<file path="src/rtl/div_unit_if.sv">
// Handshake and data bundle between the execute-stage control and the divider.
interface div_unit_if #(parameter int WIDTH = 32);
  logic             start;
  logic             sign;
  logic [WIDTH-1:0] in_0;
  logic [WIDTH-1:0] in_1;
  logic             flush;
  logic             busy;
  logic             done;
  logic [WIDTH-1:0] quot;
  logic [WIDTH-1:0] rem;
  logic             of;

  modport master (
    output start, sign, in_0, in_1, flush,
    input  busy, done, quot, rem, of
  );

  modport slave (
    input  start, sign, in_0, in_1, flush,
    output busy, done, quot, rem, of
  );
endinterface

</file>
<file path="src/rtl/div_unit.sv">
// Sequential restoring divider: signed/unsigned quotient and remainder in WIDTH
// steps, with single-cycle fast paths for divide-by-zero and signed MIN/-1.
module div_unit #(
  parameter int WIDTH = 32
) (
  input  logic       clk,
  input  logic       reset_,
  div_unit_if.slave  bus
);

  localparam int CW = $clog2(WIDTH);
  localparam logic [WIDTH-1:0] MinVal = {1'b1, {(WIDTH-1){1'b0}}};

  typedef enum logic [1:0] {IDLE, CALC, DONE} state_t;

  state_t           r_state;
  logic [CW-1:0]    r_cnt;
  logic [WIDTH-1:0] r_part;
  logic [WIDTH-1:0] r_quo;
  logic [WIDTH-1:0] r_dvsr;
  logic             r_negQ;
  logic             r_negR;
  logic             r_busy;
  logic             r_done;
  logic [WIDTH-1:0] r_quotOut;
  logic [WIDTH-1:0] r_remOut;
  logic             r_of;

  logic [WIDTH:0]   w_partSh;
  logic [WIDTH:0]   w_diff;
  logic             w_ok;
  logic [WIDTH-1:0] w_nextPart;
  logic [WIDTH-1:0] w_nextQuo;
  logic [WIDTH-1:0] w_absA;
  logic [WIDTH-1:0] w_absB;
  logic             w_divZero;
  logic             w_ovf;
  logic             w_last;

  // Partial remainder is always below the divisor, so a WIDTH+1 bit trial
  // subtraction never wraps and its MSB is a clean borrow flag.
  assign w_partSh   = {r_part, r_quo[WIDTH-1]};
  assign w_diff     = w_partSh - {1'b0, r_dvsr};
  assign w_ok       = ~w_diff[WIDTH];
  assign w_nextPart = w_ok ? w_diff[WIDTH-1:0] : w_partSh[WIDTH-1:0];
  assign w_nextQuo  = {r_quo[WIDTH-2:0], w_ok};

  assign w_absA    = (bus.sign && bus.in_0[WIDTH-1]) ? -bus.in_0 : bus.in_0;
  assign w_absB    = (bus.sign && bus.in_1[WIDTH-1]) ? -bus.in_1 : bus.in_1;
  assign w_divZero = (bus.in_1 == '0);
  assign w_ovf     = bus.sign && (bus.in_0 == MinVal) && (bus.in_1 == '1);
  assign w_last    = (r_cnt == CW'(WIDTH - 1));

  always_ff @(posedge clk) begin
    if (!reset_) begin
      r_state   <= IDLE;
      r_cnt     <= '0;
      r_part    <= '0;
      r_quo     <= '0;
      r_dvsr    <= '0;
      r_negQ    <= 1'b0;
      r_negR    <= 1'b0;
      r_busy    <= 1'b0;
      r_done    <= 1'b0;
      r_quotOut <= '0;
      r_remOut  <= '0;
      r_of      <= 1'b0;
    end else if (bus.flush) begin
      r_state <= IDLE;
      r_busy  <= 1'b0;
      r_done  <= 1'b0;
    end else begin
      case (r_state)
        IDLE, DONE: begin
          r_done  <= 1'b0;
          r_state <= IDLE;
          if (bus.start) begin
            if (w_divZero) begin
              r_state   <= DONE;
              r_done    <= 1'b1;
              r_quotOut <= '1;
              r_remOut  <= bus.in_0;
              r_of      <= 1'b1;
            end else if (w_ovf) begin
              r_state   <= DONE;
              r_done    <= 1'b1;
              r_quotOut <= MinVal;
              r_remOut  <= '0;
              r_of      <= 1'b1;
            end else begin
              r_state <= CALC;
              r_busy  <= 1'b1;
              r_cnt   <= '0;
              r_part  <= '0;
              r_quo   <= w_absA;
              r_dvsr  <= w_absB;
              r_negQ  <= bus.sign & (bus.in_0[WIDTH-1] ^ bus.in_1[WIDTH-1]);
              r_negR  <= bus.sign & bus.in_0[WIDTH-1];
            end
          end
        end
        CALC: begin
          r_part <= w_nextPart;
          r_quo  <= w_nextQuo;
          r_cnt  <= r_cnt + 1'b1;
          if (w_last) begin
            r_state   <= DONE;
            r_busy    <= 1'b0;
            r_done    <= 1'b1;
            r_quotOut <= r_negQ ? -w_nextQuo : w_nextQuo;
            r_remOut  <= r_negR ? -w_nextPart : w_nextPart;
            r_of      <= 1'b0;
          end
        end
        default: begin
          r_state <= IDLE;
          r_busy  <= 1'b0;
          r_done  <= 1'b0;
        end
      endcase
    end
  end

  assign bus.busy = r_busy;
  assign bus.done = r_done;
  assign bus.quot = r_quotOut;
  assign bus.rem  = r_remOut;
  assign bus.of   = r_of;

endmodule

</file>
<file path="src/flat_wrapper.sv">
// flat-port wrapper written by rule: the top's interface ports become plain ports
module div_unit_flat 
#(
  parameter int WIDTH = 32
)
  (clk, reset_, bus_start, bus_sign, bus_in_0, bus_in_1, bus_flush, bus_busy, bus_done, bus_quot, bus_rem, bus_of);
  div_unit_if #(.WIDTH(WIDTH)) bus_i ();
  input  logic clk;
  input  logic reset_;
  input wire logic [$bits(bus_i.start)-1:0] bus_start;
  input wire logic [$bits(bus_i.sign)-1:0] bus_sign;
  input wire logic [$bits(bus_i.in_0)-1:0] bus_in_0;
  input wire logic [$bits(bus_i.in_1)-1:0] bus_in_1;
  input wire logic [$bits(bus_i.flush)-1:0] bus_flush;
  output wire logic [$bits(bus_i.busy)-1:0] bus_busy;
  output wire logic [$bits(bus_i.done)-1:0] bus_done;
  output wire logic [$bits(bus_i.quot)-1:0] bus_quot;
  output wire logic [$bits(bus_i.rem)-1:0] bus_rem;
  output wire logic [$bits(bus_i.of)-1:0] bus_of;
  assign bus_i.start = bus_start;
  assign bus_i.sign = bus_sign;
  assign bus_i.in_0 = bus_in_0;
  assign bus_i.in_1 = bus_in_1;
  assign bus_i.flush = bus_flush;
  assign bus_busy = bus_i.busy;
  assign bus_done = bus_i.done;
  assign bus_quot = bus_i.quot;
  assign bus_rem = bus_i.rem;
  assign bus_of = bus_i.of;
  div_unit #(.WIDTH(WIDTH)) u_core (.clk(clk), .reset_(reset_), .bus(bus_i));
endmodule
</file>
<file path="config.mk">
export PLATFORM = sky130hd
export DESIGN_NAME = div_unit_flat
export DESIGN_NICKNAME = d
export VERILOG_FILES = /design/src/rtl/div_unit_if.sv /design/src/rtl/div_unit.sv /design/src/flat_wrapper.sv
export SDC_FILE = /design/constraint.sdc
export NUM_CORES = 1
export LEC_CHECK = 0
export ABC_AREA = 1
export ABC_CLOCK_PERIOD_IN_PS = 4700
export BUFFER_PORTS_ARGS = -buffer_cell sky130_fd_sc_hd__buf_2
export CORE_MARGIN = 1.5
export CORE_UTILIZATION = 60
export DETAILED_ROUTE_END_ITERATION = 16
export PLACE_DENSITY = 0.87
export SYNTH_ARGS = -nofsm -noshare
export SYNTH_HDL_FRONTEND = slang
export SYNTH_SLANG_ARGS = --single-unit
</file>
<file path="constraint.sdc">
create_clock -name clk -period 4.7 [get_ports clk]
set_input_delay 0.235 -clock clk [delete_from_list [all_inputs] [get_ports clk]]
set_output_delay 0.235 -clock clk [all_outputs]
set_load 0.03 [all_outputs]
</file>
==> impl_metrics.csv <==
group,metric,value,unit
drt,routed-wl-met3,4210,µm
clock_tree,cts_tree,"built",
global_route,grt_overflow,0,
sta,whs,0.123,ns
synthesis,synth-edff-count,0,
final_layout,stdcell_count,2592,
drt,dr.pass1.iters,6,
synthesis,synthCells,2220,
worst_setup_path,end_kind,"flip-flop",
sta,rsz0062_at_grt,"no",
sta,period_minus_slack,4.15,ns
sta,worst_slew_pin_slew,0.921,ns
die,start_util,61.3,%
synthesis,yosysWarnings,0,
final_layout,fin_util,67.3,%
power,finalPower,4.13,mW
worst_setup_path,critPathMostFrequentCell,"nand2_1",
drt,vias,15400,
sta,slew_headroom,38.5,%
die,rows,54,
place,io_buffers,135,
die,coreArea,21900,µm²
drt,drt-initial-drc-count,1664,
worst_setup_path,r2r_slack,0.55,ns
die,die_x,153,µm
drt,wl_met2,21200,µm
synthesis,syn_area_per_cell,6.04,µm²
global_route,grt_pass1_wl,74200,µm
die,dieArea,23300,µm²
drt,route.detailed.wl_per_inst,18.1,µm
drt,antenna_left,0,
worst_setup_path,r2r_start,"u_core.r_quo[31]",
clock_tree,postCtsSetupRepairBufs,0,
sta,post-route-period-util,88.4,%
worst_setup_path,slowest_stage,"fa_1",
min_path,hold_class,"in -> reg",
final_layout,final_cell_mix,"nand2_1, inv_1, a21oi_1, dfxtp_1, nand3_1",
place,dp_cells,2561,
final_layout,stdcell_area,14700,µm²
clock_tree,cts-root-buf,"clkbuf_16",
global_route,grt_pass1_vias,14200,
min_path,hold_end,"u_core.r_cnt[1]",
clock_tree,cts_buffer_depth,2,
drt,routed_wl,47000,µm
worst_setup_path,required,5.06,ns
die,die_h,153,µm
drt,top_layer,"met4",
min_path,hp-start,"bus_flush",
place,hpwlAfterDp,35900,µm
clock_tree,clk_latency,0.44,ns
sta,timing.final.ws_setup,0.545,ns
power,cellPowerDensity,280,nW/µm²
synthesis,synth_flop_cell,"dfxtp_1",
synthesis,synthesis.area,13400,µm²
die,io_pins,136,
drt,met1_length,19100,µm
sta,skew,0.0175,ns
drt,route.detailed.drc,0,
sta,maxSlewViolCount,0,
synthesis,synth.net_count,2329,
worst_setup_path,rr_worst_depth,28,
place,place_ws,0.531,ns
sta,setup_viol,0,
worst_setup_path,slowest_delay,0.40,ns
global_route,antenna_found_initial,0,
drt,avgViaCountPerCell,5.95,
global_route,track_usage,39.7,%
power,peakVddDrop,0.240,mV
final_layout,area_growth,9.87,%
synthesis,async_reset_ff_share,0,%
clock_tree,h-tree-depth,4,
place,placed_cell_area,14200,µm²
final_layout,final_common_cell,"nand2_1",
clock_tree,clock-sinks,172,
min_path,min_path_cells,4,
synthesis,ys_seq_area_share,25.7,%
final_layout,antenna_cells,0,
sta,max_freq,241,MHz
worst_setup_path,crit_fanout,5,
worst_setup_path,arrival,4.51,ns
power,p_leak,7.36,nW
global_route,grt_max_degree,74,
final_layout,fillers,2089,
sta,final_hold_viol_count,0,
worst_setup_path,crit_type,"reg -> reg",
final_layout,nets,2409,
sta,setup_tns,0,ns
synthesis,ys_types,57,
place,place.gp.congestion,0.985,
worst_setup_path,startpoint_type,"flip-flop",
clock_tree,clk_pin_slew,0.07,ns
clock_tree,cts_inserted_buffers,17,
final_layout,layout-drive-gt1-share,12.7,%
synthesis,ys_seq_elements,172,
run,drv_cap,0,
worst_setup_path,r2r_end,"u_core.bus.quot[30]",
outcome,status,"complete, no violations",
-- routing by layer --
layer / global-route usage (%) / vias to the layer above
met5: 0 / -
met4: 21.2 / 0
met3: 6.14 / 131
met2: 64.5 / 805
met1: 50.7 / 7034
li1: - / 7448
-- power by group --
part           switching, mW  internal [mW]
sequential            0.0580           1.52
clock                  0.701          0.695
combinational          0.816          0.336
total                   1.58           2.55
-- worst max path at each step --
| stage | from | end | slack [ns] |
|---|---|---|---|
| floorplan | u_core.r_quo[31] | u_core.bus.quot[28] | 0.81 |
| global placement | u_core.r_quo[31] | u_core.bus.quot[28] | 0.64 |
| detailed placement | u_core.r_quo[31] | u_core.bus.quot[30] | 0.53 |
| CTS | u_core.r_quo[31] | u_core.bus.quot[30] | 0.44 |
| global route | u_core.r_quo[31] | u_core.bus.quot[30] | 0.06 |
| finish | u_core.r_quo[31] | u_core.bus.quot[30] | 0.55 |
-- flip-flops by register name (all words and copies together), names as in the netlist --
name             count
u_core.bus.done      1
u_core.r_negQ        1
u_core.r_negR        1
u_core.r_cnt         5
u_core.bus.of        1
u_core.bus.busy      1
u_core.r_part       32
u_core.r_state       2
u_core.bus.quot     32
u_core.r_quo        32
u_core.bus.rem      32
u_core.r_dvsr       32
-- critical path, delay by kind of cell, from the launching register on --
kind / cells / cell delay (ns)
buf+inv: 2 / 0.15
flops: 1 / 0.35
compound gates: 6 / 0.71
fa+ha+maj: 3 / 0.72
simple gates: 17 / 2.13
-- cells in the mapped netlist (14+ instances only) --
master    instances  share of area [%]
nand2_1         575                 16
inv_1           276                7.7
a21oi_1         222                8.3
dfxtp_1         172                 26
nor2_1          170                4.8
nand3_1         169                6.3
o21ai_0         158                5.9
clkbuf_1         66                1.8
ha_1             39                3.6
nand2_2          36                1.7
nand4_1          34                1.6
xor2_1           31                2.0
nor3_1           30                1.1
a31oi_1          21               0.98
nor4_1           18               0.84
xnor2_1          18                1.2
o21ai_1          17               0.63
inv_2            15               0.42
nand3b_1         14               0.78
-- cells by family (layout without fill, tap and decap cells) --
kind of cell               Yosys count  in the layout  share of synthesized area, %
adders and majority gates           40             40                          3.79
and+or+nand+nor                   1097           1097                          36.5
DFF                                172            172                          25.7
buffers and inverters              383            475                          11.3
xor gates and xnor gates            49             49                          3.20
AOI/OAI and AO/OA                  479            479                          19.5
-- area by class of cell --
| class | count | area [µm²] | share of cell area, % |
|---|---|---|---|
| multi-input cells | 1665 | 8490 | 57.7 |
| flip-flops and latches | 172 | 3440 | 23.4 |
| inverters | 294 | 1100 | 7.49 |
| repair buffers | 150 | 791 | 5.37 |
| clock buffers | 17 | 425 | 2.89 |
| well taps | 280 | 350 | 2.38 |
| clock inverters | 14 | 126 | 0.858 |
-- timing repair --
item | in CTS | in global routing
hold buffers | 0 | 0
gates resized for setup | 0 | 3
endpoints found under the setup margin | 0 | 2
No activity file was read; power rests on OpenSTA's default activity.
